===== config.mk =====
export PLATFORM = sky130hd
export DESIGN_NAME = sysmon_drp_sched_flat
export DESIGN_NICKNAME = d
export VERILOG_FILES = /design/src/rtl/sysmon_pkg.sv /design/src/rtl/sysmon_drp_sched_if.sv /design/src/rtl/sysmon_eoc_latch.sv /design/src/rtl/sysmon_drp_sched.sv /design/src/flat_wrapper.sv
export SDC_FILE = /design/constraint.sdc
export NUM_CORES = 1
export LEC_CHECK = 0
export BUFFER_PORTS_ARGS = -buffer_cell sky130_fd_sc_hd__buf_2
export CAP_MARGIN = 20
export CORE_MARGIN = 2
export CORE_UTILIZATION = 43
export CTS_CLUSTER_SIZE = 20
export DETAILED_ROUTE_END_ITERATION = 10
export PLACE_DENSITY = 0.69
export SETUP_SLACK_MARGIN = 0.3
export SYNTH_ARGS = -nofsm -noshare
export SYNTH_HDL_FRONTEND = slang
export SYNTH_SLANG_ARGS = --single-unit

===== constraint.sdc =====
create_clock -name PicoClk -period 2.4 [get_ports PicoClk]
set_input_delay 0 -clock PicoClk [delete_from_list [all_inputs] [get_ports PicoClk]]
set_output_delay 0 -clock PicoClk [all_outputs]
set_load 0.02 [all_outputs]

===== src/rtl/sysmon_pkg.sv =====
// Shared types and constants for the SYSMON DRP scheduler: FSM states, DRP owners,
// auto-sequence channel indices and the data reported to the host on a DRP timeout.
package sysmon_pkg;

  typedef enum logic [1:0] {
    IDLE = 2'd0,
    WAIT = 2'd1,
    DONE = 2'd2
  } state_e;

  typedef enum logic {
    CAP  = 1'b0,
    HOST = 1'b1
  } owner_e;

  localparam logic [4:0]  CH_TEMP        = 5'd0;
  localparam logic [4:0]  CH_VCCINT      = 5'd1;
  localparam logic [4:0]  CH_VCCAUX      = 5'd2;
  localparam logic [4:0]  CH_VP          = 5'd3;
  localparam logic [15:0] DRP_ABORT_DATA = 16'hDEAD;

endpackage


===== src/rtl/sysmon_drp_sched_if.sv =====
// Host command bus from the PicoBus decoder, and the SYSMON DRP/sequencer pins.
interface sysmon_host_if;
  logic        host_req;
  logic        host_we;
  logic [6:0]  host_addr;
  logic [15:0] host_wdata;
  logic        host_ack;
  logic [15:0] host_rdata;
  logic        host_err;

  modport master (output host_req, host_we, host_addr, host_wdata,
                  input  host_ack, host_rdata, host_err);
  modport slave  (input  host_req, host_we, host_addr, host_wdata,
                  output host_ack, host_rdata, host_err);
endinterface

interface sysmon_drp_if;
  logic        sm_den;
  logic        sm_dwe;
  logic [6:0]  sm_daddr;
  logic [15:0] sm_di;
  logic        sm_drdy;
  logic [15:0] sm_do;
  logic        sm_eoc;
  logic [4:0]  sm_channel;

  modport master (output sm_den, sm_dwe, sm_daddr, sm_di,
                  input  sm_drdy, sm_do, sm_eoc, sm_channel);
  modport slave  (input  sm_den, sm_dwe, sm_daddr, sm_di,
                  output sm_drdy, sm_do, sm_eoc, sm_channel);
endinterface


===== src/rtl/sysmon_eoc_latch.sv =====
// Single-entry pending-EOC latch with overrun detection. A fresh EOC is visible to the
// scheduler in the same cycle, so a simultaneous host request cannot overtake it.
module sysmon_eoc_latch (
  input  logic       clk_i,
  input  logic       rst_ni,
  input  logic       eoc_i,
  input  logic [4:0] ch_i,
  input  logic       grant_i,
  output logic       pend_o,
  output logic [4:0] pend_ch_o,
  output logic       overrun_o
);

  logic       pend_q, pend_d;
  logic [4:0] ch_q, ch_d;

  assign pend_o    = pend_q | eoc_i;
  assign pend_ch_o = pend_q ? ch_q : ch_i;
  assign overrun_o = eoc_i & pend_q & ~grant_i;

  always_comb begin
    pend_d = pend_q;
    ch_d   = ch_q;
    if (grant_i) pend_d = 1'b0;
    // A granted EOC that bypassed an empty latch must not be stored again.
    if (eoc_i && !(grant_i && !pend_q)) begin
      pend_d = 1'b1;
      ch_d   = ch_i;
    end
  end

  always_ff @(posedge clk_i or negedge rst_ni) begin
    if (!rst_ni) begin
      pend_q <= 1'b0;
      ch_q   <= '0;
    end else begin
      pend_q <= pend_d;
      ch_q   <= ch_d;
    end
  end

endmodule


===== src/rtl/sysmon_drp_sched.sv =====
// Sole owner of the SYSMON DRP: arbitrates EOC-triggered sample captures (priority)
// against host read/write commands, one outstanding transaction, DRDY timeout recovery.
module sysmon_drp_sched
  import sysmon_pkg::*;
#(
  parameter int TIMEOUT_CYCLES = 64,
  parameter int CNT_W          = 7
) (
  input  logic         PicoClk,
  input  logic         PicoRst_n,
  sysmon_host_if.slave host,
  sysmon_drp_if.master drp,
  output logic [9:0]   temp,
  output logic [9:0]   vccint,
  output logic [9:0]   vccaux,
  output logic [9:0]   vp,
  output logic [3:0]   upd,
  input  logic         clr_status,
  output logic         eoc_overrun,
  output logic         drp_timeout
);

  localparam logic [CNT_W-1:0] CNT_LAST = CNT_W'(TIMEOUT_CYCLES - 1);

  state_e            state_q, state_d;
  owner_e            owner_q, owner_d;
  logic [CNT_W-1:0]  cnt_q, cnt_d;
  logic              den_q, den_d;
  logic              dwe_q, dwe_d;
  logic [6:0]        daddr_q, daddr_d;
  logic [15:0]       di_q, di_d;
  logic              ack_q, ack_d;
  logic              err_q, err_d;
  logic [15:0]       rdata_q, rdata_d;
  logic [3:0][9:0]   samp_q, samp_d;
  logic [3:0]        upd_q, upd_d;
  logic              ovr_q, ovr_d;
  logic              tmo_q, tmo_d;

  logic              grant_cap;
  logic              abort;
  logic              pend_vld;
  logic [4:0]        pend_ch;
  logic              ovr_evt;

  sysmon_eoc_latch u_eoc_latch (
    .clk_i     (PicoClk),
    .rst_ni    (PicoRst_n),
    .eoc_i     (drp.sm_eoc),
    .ch_i      (drp.sm_channel),
    .grant_i   (grant_cap),
    .pend_o    (pend_vld),
    .pend_ch_o (pend_ch),
    .overrun_o (ovr_evt)
  );

  always_comb begin
    state_d   = state_q;
    owner_d   = owner_q;
    cnt_d     = cnt_q;
    den_d     = 1'b0;
    dwe_d     = dwe_q;
    daddr_d   = daddr_q;
    di_d      = di_q;
    ack_d     = 1'b0;
    err_d     = err_q;
    rdata_d   = rdata_q;
    samp_d    = samp_q;
    upd_d     = '0;
    ovr_d     = ovr_q;
    tmo_d     = tmo_q;
    grant_cap = 1'b0;
    abort     = 1'b0;

    // Clear first so a same-cycle set event overrides it.
    if (clr_status) begin
      ovr_d = 1'b0;
      tmo_d = 1'b0;
    end
    if (ovr_evt) ovr_d = 1'b1;

    case (state_q)
      IDLE: begin
        if (pend_vld) begin
          grant_cap = 1'b1;
          owner_d   = CAP;
          daddr_d   = {2'b00, pend_ch};
          dwe_d     = 1'b0;
          di_d      = '0;
          den_d     = 1'b1;
          cnt_d     = '0;
          state_d   = WAIT;
        end else if (host.host_req) begin
          owner_d   = HOST;
          daddr_d   = host.host_addr;
          dwe_d     = host.host_we;
          di_d      = host.host_wdata;
          den_d     = 1'b1;
          cnt_d     = '0;
          state_d   = WAIT;
        end
      end
      WAIT: begin
        cnt_d = cnt_q + CNT_W'(1);
        if (drp.sm_drdy || cnt_q == CNT_LAST) begin
          abort   = ~drp.sm_drdy;
          state_d = DONE;
          if (abort) tmo_d = 1'b1;
          if (owner_q == HOST) begin
            ack_d   = 1'b1;
            err_d   = abort;
            rdata_d = abort ? DRP_ABORT_DATA : (dwe_q ? 16'h0000 : drp.sm_do);
          end else if (!abort) begin
            case (daddr_q[4:0])
              CH_TEMP:   begin samp_d[0] = drp.sm_do[15:6]; upd_d[0] = 1'b1; end
              CH_VCCINT: begin samp_d[1] = drp.sm_do[15:6]; upd_d[1] = 1'b1; end
              CH_VCCAUX: begin samp_d[2] = drp.sm_do[15:6]; upd_d[2] = 1'b1; end
              CH_VP:     begin samp_d[3] = drp.sm_do[15:6]; upd_d[3] = 1'b1; end
              default:   ;
            endcase
          end
        end
      end
      DONE:    state_d = IDLE;
      default: state_d = IDLE;
    endcase
  end

  always_ff @(posedge PicoClk or negedge PicoRst_n) begin
    if (!PicoRst_n) begin
      state_q <= IDLE;
      owner_q <= CAP;
      cnt_q   <= '0;
      den_q   <= 1'b0;
      dwe_q   <= 1'b0;
      daddr_q <= '0;
      di_q    <= '0;
      ack_q   <= 1'b0;
      err_q   <= 1'b0;
      rdata_q <= '0;
      samp_q  <= '0;
      upd_q   <= '0;
      ovr_q   <= 1'b0;
      tmo_q   <= 1'b0;
    end else begin
      state_q <= state_d;
      owner_q <= owner_d;
      cnt_q   <= cnt_d;
      den_q   <= den_d;
      dwe_q   <= dwe_d;
      daddr_q <= daddr_d;
      di_q    <= di_d;
      ack_q   <= ack_d;
      err_q   <= err_d;
      rdata_q <= rdata_d;
      samp_q  <= samp_d;
      upd_q   <= upd_d;
      ovr_q   <= ovr_d;
      tmo_q   <= tmo_d;
    end
  end

  assign drp.sm_den      = den_q;
  assign drp.sm_dwe      = dwe_q;
  assign drp.sm_daddr    = daddr_q;
  assign drp.sm_di       = di_q;
  assign host.host_ack   = ack_q;
  assign host.host_err   = err_q;
  assign host.host_rdata = rdata_q;
  assign temp            = samp_q[0];
  assign vccint          = samp_q[1];
  assign vccaux          = samp_q[2];
  assign vp              = samp_q[3];
  assign upd             = upd_q;
  assign eoc_overrun     = ovr_q;
  assign drp_timeout     = tmo_q;

endmodule


===== src/flat_wrapper.sv =====
// flat-port wrapper written by rule: the top's interface ports become plain ports
module sysmon_drp_sched_flat import sysmon_pkg::*;
#(
  parameter int TIMEOUT_CYCLES = 64,
  parameter int CNT_W          = 7
)
  (PicoClk, PicoRst_n, temp, vccint, vccaux, vp, upd, clr_status, eoc_overrun, drp_timeout, host_host_req, host_host_we, host_host_addr, host_host_wdata, host_host_ack, host_host_rdata, host_host_err, drp_sm_den, drp_sm_dwe, drp_sm_daddr, drp_sm_di, drp_sm_drdy, drp_sm_do, drp_sm_eoc, drp_sm_channel);
  sysmon_host_if host_i ();
  sysmon_drp_if drp_i ();
  input  logic PicoClk;
  input  logic PicoRst_n;
  output logic [9:0] temp;
  output logic [9:0] vccint;
  output logic [9:0] vccaux;
  output logic [9:0] vp;
  output logic [3:0] upd;
  input  logic clr_status;
  output logic eoc_overrun;
  output logic drp_timeout;
  input wire logic [$bits(host_i.host_req)-1:0] host_host_req;
  input wire logic [$bits(host_i.host_we)-1:0] host_host_we;
  input wire logic [$bits(host_i.host_addr)-1:0] host_host_addr;
  input wire logic [$bits(host_i.host_wdata)-1:0] host_host_wdata;
  output wire logic [$bits(host_i.host_ack)-1:0] host_host_ack;
  output wire logic [$bits(host_i.host_rdata)-1:0] host_host_rdata;
  output wire logic [$bits(host_i.host_err)-1:0] host_host_err;
  output wire logic [$bits(drp_i.sm_den)-1:0] drp_sm_den;
  output wire logic [$bits(drp_i.sm_dwe)-1:0] drp_sm_dwe;
  output wire logic [$bits(drp_i.sm_daddr)-1:0] drp_sm_daddr;
  output wire logic [$bits(drp_i.sm_di)-1:0] drp_sm_di;
  input wire logic [$bits(drp_i.sm_drdy)-1:0] drp_sm_drdy;
  input wire logic [$bits(drp_i.sm_do)-1:0] drp_sm_do;
  input wire logic [$bits(drp_i.sm_eoc)-1:0] drp_sm_eoc;
  input wire logic [$bits(drp_i.sm_channel)-1:0] drp_sm_channel;
  assign host_i.host_req = host_host_req;
  assign host_i.host_we = host_host_we;
  assign host_i.host_addr = host_host_addr;
  assign host_i.host_wdata = host_host_wdata;
  assign host_host_ack = host_i.host_ack;
  assign host_host_rdata = host_i.host_rdata;
  assign host_host_err = host_i.host_err;
  assign drp_sm_den = drp_i.sm_den;
  assign drp_sm_dwe = drp_i.sm_dwe;
  assign drp_sm_daddr = drp_i.sm_daddr;
  assign drp_sm_di = drp_i.sm_di;
  assign drp_i.sm_drdy = drp_sm_drdy;
  assign drp_i.sm_do = drp_sm_do;
  assign drp_i.sm_eoc = drp_sm_eoc;
  assign drp_i.sm_channel = drp_sm_channel;
  sysmon_drp_sched #(.TIMEOUT_CYCLES(TIMEOUT_CYCLES), .CNT_W(CNT_W)) u_core (.PicoClk(PicoClk), .PicoRst_n(PicoRst_n), .host(host_i), .drp(drp_i), .temp(temp), .vccint(vccint), .vccaux(vccaux), .vp(vp), .upd(upd), .clr_status(clr_status), .eoc_overrun(eoc_overrun), .drp_timeout(drp_timeout));
endmodule

Yosys cells after proc, flatten, opt, wreduce, memory -nomap -nowiden --
Cells that the tools add are included.
Storage, ports and cells: word-level logic and storage cells 94, memory bits (writable) 0, latch bits 0, memory bits (read-only) 0, register bits after elaboration 105, input bits 51, memories kept 0
Cells by class: bitwise logic cells 6, div/mod/pow operators 0, multiplexer cells 42, shift-type cells 0, $add $sub $neg 1, reduce and logical (&&, ||, !) cells 19, multipliers 0, eq/ne operators 7, order comparisons 0
Operators by type and width (number):
- 16-bit 2-to-1 mux | 4
- 7-bit 2-to-1 mux | 4
- 1-bit 2-to-1 mux | 24
- 5-bit AND reduction | 4
- 4-bit 2-to-1 mux | 4
- 7-bit one-hot mux with 2 select lines | 1
- 5-bit by 2-bit == test with 1-bit output, second input constant | 2
- 2-bit nonzero test | 4
- 7-bit by 1-bit adder with 7-bit output, second input constant | 1
- 7-bit by 6-bit == test with 1-bit output, second input constant | 1
- 2-bit 2-to-1 mux | 3
- 2-bit AND reduction | 3
- 5-bit by 1-bit == test with 1-bit output, second input constant | 1
- 5-bit logical NOT | 1
- 5-bit 2-to-1 mux | 1
- 2-bit one-hot mux with 2 select lines | 1
- 3-bit by 2-bit != test with 1-bit output, second input constant | 1
- 1-bit inverter | 3
- 3-bit AND reduction | 1
- 1-bit bitwise AND | 2
- 2-bit by 1-bit == test with 1-bit output, second input constant | 1
- 1-bit logical AND | 2
- 1-bit logical NOT | 2
- 2-bit logical NOT | 1
- other kinds (3) | 3

Longest topological paths before layout --
word-level depth 7, gate-level depth with buffers 6

Cells and area by module --
A second synthesis with hierarchy kept.
Second synthesis, totals: cell total of the unflattened synthesis 338, area total of the unflattened synthesis 4391.7 µm²
By module, submodules not included:
- sysmon_drp_sched | times used 1, cells each 316, area each 4073.9 µm²
- sysmon_eoc_latch | times used 1, cells each 22, area each 317.8 µm²

Worst setup path after synthesis --
OpenSTA, ideal clock, no wires.
kind register to register, start register u_core.daddr_q[3] (netlist: u_core.drp.sm_daddr[3]), end register u_core.samp_q, in the netlist u_core.vp[0], clock period less this slack 1.904 ns, setup time 0.125 ns, setup slack 0.496 ns, data required time 2.275 ns, arrival time 1.778 ns, stages on the path, launching flop included 5, path through dfrtp_1 -> or4b_1 -> or3_1 -> buf_6 -> mux2_4
Between the ends: cells in the longest elaborated chain, start to end 2
RTL lines:
- from (decl) | line sysmon_drp_sched.sv:30 | logic [6:0] daddr_q, daddr_d;
- from (signal assigned) | line sysmon_drp_sched.sv:151 | daddr_q <= daddr_d;
- 5-bit by 2-bit == test with 1-bit output | line sysmon_drp_sched.sv:114 | case (daddr_q[4:0])
- 5-bit AND reduction (no source line)
- to (signal assigned) | line sysmon_drp_sched.sv:156 | samp_q <= samp_d;
- to (decl) | line sysmon_drp_sched.sv:35 | logic [3:0][9:0] samp_q, samp_d;
No other way between the ends. A chain may end at the register's enable or synchronous reset.

Worst setup path in the final report --
start register u_core.cnt_q[0], end register u_core.tmo_q (netlist: u_core.drp_timeout)
Between the ends: cells in the longest elaborated chain, start to end 4
RTL lines:
- from (decl) | line sysmon_drp_sched.sv:27 | logic [CNT_W-1:0] cnt_q, cnt_d;
- from (signal assigned) | line sysmon_drp_sched.sv:148 | cnt_q <= cnt_d;
- 7-bit by 6-bit == test with 1-bit output | line sysmon_drp_sched.sv:105 | if (drp.sm_drdy || cnt_q == CNT_LAST) begin
- 1-bit logical OR | line sysmon_drp_sched.sv:105
- 1-bit 2-to-1 mux | line sysmon_drp_sched.sv:105
- 1-bit 2-to-1 mux | line sysmon_drp_sched.sv:82 | case (state_q)
- net u_core.tmo_d | line sysmon_drp_sched.sv:38 | logic tmo_q, tmo_d;
- to (signal assigned) | line sysmon_drp_sched.sv:159 | tmo_q <= tmo_d;
- to (decl) | line sysmon_drp_sched.sv:38
The timed path passes the listed nets, and every way through them passes these cells.

==> results.sh <==
export IMPL_synthArstFlopShare_pct=100.0
export IMPL_maxCapViolCount=0
export IMPL_gp_congestion=0.8052
export IMPL_cts_sinks=105
export IMPL_routed_wl_mm=11.06
export IMPL_drive_gt1_share_pct=41.14
export IMPL_initial_core_util_pct=44.41
export IMPL_cts_max_level=3
export IMPL_viasPerCell=5.262
export IMPL_io_pins=140
export IMPL_hold_path_class="in2reg"
export IMPL_r2r_end="u_core.drp_timeout$_DFF_PN0_"
export IMPL_ys_flop_type="dfrtp_1"
export IMPL_rrSetupSlack_ns=0.42
export IMPL_max_freq_mhz=505.3
export IMPL_finalCritPeriodShare_pct=82.47
export IMPL_port_buffers=139
export IMPL_dp_final_hpwl_mm=7.396
export IMPL_critPathKind="reg2reg"
export IMPL_synth_cell_types=48
export IMPL_route_vias_total=3552
export IMPL_clkSlewWorstSetupHoldPaths_ns=0.11
export IMPL_ys_seq_area_share_pct=60.26
export IMPL_cp_required_ns=2.72
export IMPL_min_delay_path_depth=3
export IMPL_endpoint_kind="flop"
export IMPL_area_growth_pct=37.04
export IMPL_seq_area_um2=2628
export IMPL_cts_setup_buffers=0
export IMPL_die_area_um2=10960
export IMPL_synth_warnings=0
export IMPL_die_x_um=104.7
export IMPL_drt_iter0_drc=151
export IMPL_drv_slew=0
export IMPL_syn_nets=397
export IMPL_grtUsageTotal_pct=20.96
export IMPL_drt_pre_antenna_iters=4
export IMPL_hold_viol=0
export IMPL_reg2reg_depth=5
export IMPL_synth_edf_count=0
export IMPL_syn_area_per_cell_um2=12.64
export IMPL_multi_input_area_um2=1597
export IMPL_grt_max_degree=54
export IMPL_post_route_min_period_ns=1.979
export IMPL_cts_tree="built"
export IMPL_nFillCells=796
export IMPL_rows=36
export IMPL_clock_latency_ns=0.38
export IMPL_power_density_nw_per_um2=1011
export IMPL_cts_buffers=9
export IMPL_setup_viol=0
export IMPL_leakagePower_nw=3.000
export IMPL_ys_ff_latch=105
export IMPL_overflow=0
export IMPL_min_to="u_core.owner_q$_DFFE_PN0P_"
export IMPL_n_antenna_cell=0
export IMPL_finalClockSkew_ns=0.01291
export IMPL_drc_errors=0
export IMPL_rsz0062_at_grt="true"
export IMPL_max_slew_margin_pct=52.33
export IMPL_clk_path_buf_depth=2
export IMPL_root_buffer="clkbuf_8"
export IMPL_timing_rr_start="u_core.cnt_q[0]$_DFFE_PN0P_"
export IMPL_antenna_left=0
export IMPL_ir_drop_mv=0.5983
export IMPL_die_y_um=104.7
export IMPL_nets=589
export IMPL_worst_path_max_fanout=5
export IMPL_worst_pin_slew_ns=0.7085
export IMPL_grt_pass1_wl_mm=18.35
export IMPL_wl_per_cell_um=16.38
export IMPL_grt_pass1_vias=3582
export IMPL_syn_area_um2=4360
export IMPL_timing_hold_ws_ns=0.06759
export IMPL_worstPathArrival_ns=2.30
export IMPL_grt_antenna_before_repair=0
export IMPL_cp_start_kind="flop"
export IMPL_status="finished clean"
export IMPL_fin_tns_setup_ns=0
export IMPL_min_from="host_host_req"
export IMPL_postSynthCellCount=345
export IMPL_core_area_um2=9819
==> critical path: stages, from the launching register on <==
cell,delay [ns]
dfrtp_1,0.44
ha_2,0.25
and4_1,0.29
nand3_1,0.14
o32ai_1,0.23
dlygate4sd3_1,0.58
==> what timing repair did <==
| item | 4_1_cts | 5_1_grt |
|---|---|---|
| pin swaps | 0 | 0 |
| endpoints found under the setup margin | 1 | 17 |
| hold buffers | 53 | 0 |
| endpoints found under the hold margin | 133 | 0 |
| gates resized for setup | 1 | 4 |
==> state kept, by name, summed over array words and instances, names as in the netlist <==
| register | count |
|---|---|
| u_core.drp.sm_den | 1 |
| u_core.temp | 10 |
| u_core.eoc_overrun | 1 |
| u_core.drp.sm_di | 16 |
| u_core.host.host_err | 1 |
| u_core.drp.sm_dwe | 1 |
| u_core.vccaux | 10 |
| u_core.owner_q | 1 |
| u_core.u_eoc_latch.ch_q | 5 |
| u_core.drp_timeout | 1 |
| u_core.upd | 4 |
| u_core.cnt_q | 7 |
| u_core.drp.sm_daddr | 7 |
| u_core.state_q | 2 |
| u_core.host.host_rdata | 16 |
| u_core.vccint | 10 |
| u_core.vp | 10 |
| u_core.u_eoc_latch.pend_q | 1 |
| u_core.host.host_ack | 1 |
==> metrics by stage <==
| step | util [%] | worst slack, ns | cell area, um^2 | power [mW] | std cells |
|---|---|---|---|---|---|
| 6_report | 60.86 | 0.4208 | 5976 | 6.041 | 675 |
| 3_3_place_gp | 53.03 | 0.3135 | 5207 | 4.736 | 606 |
| 4_1_cts | 60.74 | 0.4111 | 5964 | 6.059 | 675 |
| 5_1_grt | 60.86 | 0.2919 | 5976 | 6.417 | 675 |
| 3_5_place_dp | 53.03 | 0.3062 | 5207 | 4.805 | 606 |
| 2_1_floorplan | - | 0.4964 | 4360 | 4.031 | 345 |
==> Yosys cell counts, drive strengths merged (2+ instances only) <==
library cell | instances | area [um^2]
dfrtp | 105 | 2628
a32oi | 5 | 43.79
nand2 | 11 | 41.29
nor2b | 4 | 25.02
o31ai | 6 | 45.04
nor4 | 3 | 18.77
a221o | 2 | 21.27
o22ai | 2 | 12.51
o21ai | 5 | 25.02
nand3b | 3 | 22.52
a22o | 19 | 166.4
o211ai | 2 | 15.01
a31oi | 4 | 25.02
nor2 | 20 | 75.07
buf | 7 | 43.79
clkbuf | 12 | 45.04
mux2 | 45 | 544.3
nand3 | 9 | 45.04
a2111oi | 3 | 26.28
a21oi | 15 | 75.07
nor3 | 4 | 20.02
or3 | 2 | 12.51
a21bo | 5 | 50.05
a211oi | 14 | 105.1
inv | 20 | 75.07
==> per-layer routing <==
| layer | GRT usage, % | up-vias | part of all wire [%] |
|---|---|---|---|
| met5 | 0 | - | 0 |
| met2 | 34.50 | 135 | 47 |
| met3 | 6.114 | 13 | 7.2 |
| met4 | 5.714 | 0 | 1.2 |
| li1 | - | 1644 | - |
| met1 | 27.18 | 1760 | 45 |
==> final cells by class <==
type / instances / area share, %
multi-input cells: 201 / 26.72
well taps: 133 / 2.785
clock inverters: 7 / 1.633
clock buffers: 9 / 2.073
inverters: 20 / 1.256
repair buffers: 200 / 21.57
flip-flops and latches: 105 / 43.97
==> power breakdown <==
group          switching, mW  total, mW  internal (mW)  leakage [nW]
registers              0.422       2.68           2.25          1.38
clock network          0.680       1.19          0.513         0.110
logic                   1.26       2.17          0.913          1.51
total                   2.36       6.04           3.68          3.00
==> kinds of logic (layout without fill, tap and decap cells) <==
family / after synthesis / in the layout / synth area share, %
DFF: 105 / 105 / 60.26
adders and majority gates: 1 / 1 / 0.2869
AOI/OAI and AO/OA: 85 / 85 / 14.58
muxes: 45 / 45 / 12.48
buffers and inverters: 39 / 236 / 3.759
and+or+nand+nor: 70 / 70 / 8.637
==> how the worst max path moves through the flow <==
stage	start	endpoint	slack [ns]	depth (start not counted)
detailed placement	u_core.drp.sm_daddr[3]$_DFFE_PN0P_	u_core.vp[4]$_DFFE_PN0P_	0.31	3
floorplan	u_core.drp.sm_daddr[3]$_DFFE_PN0P_	u_core.vp[0]$_DFFE_PN0P_	0.50	4
CTS	u_core.state_q[1]$_DFFE_PN0P_	u_core.temp[1]$_DFFE_PN0P_	0.41	3
global placement	u_core.drp.sm_daddr[3]$_DFFE_PN0P_	u_core.vp[8]$_DFFE_PN0P_	0.31	3
finish	u_core.cnt_q[0]$_DFFE_PN0P_	u_core.drp_timeout$_DFF_PN0_	0.42	5
global route	u_core.cnt_q[0]$_DFFE_PN0P_	u_core.drp_timeout$_DFF_PN0_	0.29	5
==> layout by cell type, fill, tap and decap left out, types with 4 or more instances in the layout <==
master / instances
buf_4: 9
inv_1: 20
nand3_1: 8
clkbuf_8: 9
a32oi_1: 5
nor2_1: 19
mux2_4: 10
a22o_1: 19
o21ai_0: 4
dlygate4sd3_1: 53
mux2_2: 35
dfrtp_1: 105
a21oi_1: 15
o31ai_1: 6
buf_2: 138
a21bo_2: 5
nand2_1: 11
nor2b_1: 4
a211oi_1: 14
Power figures use the tool's default switching activity.
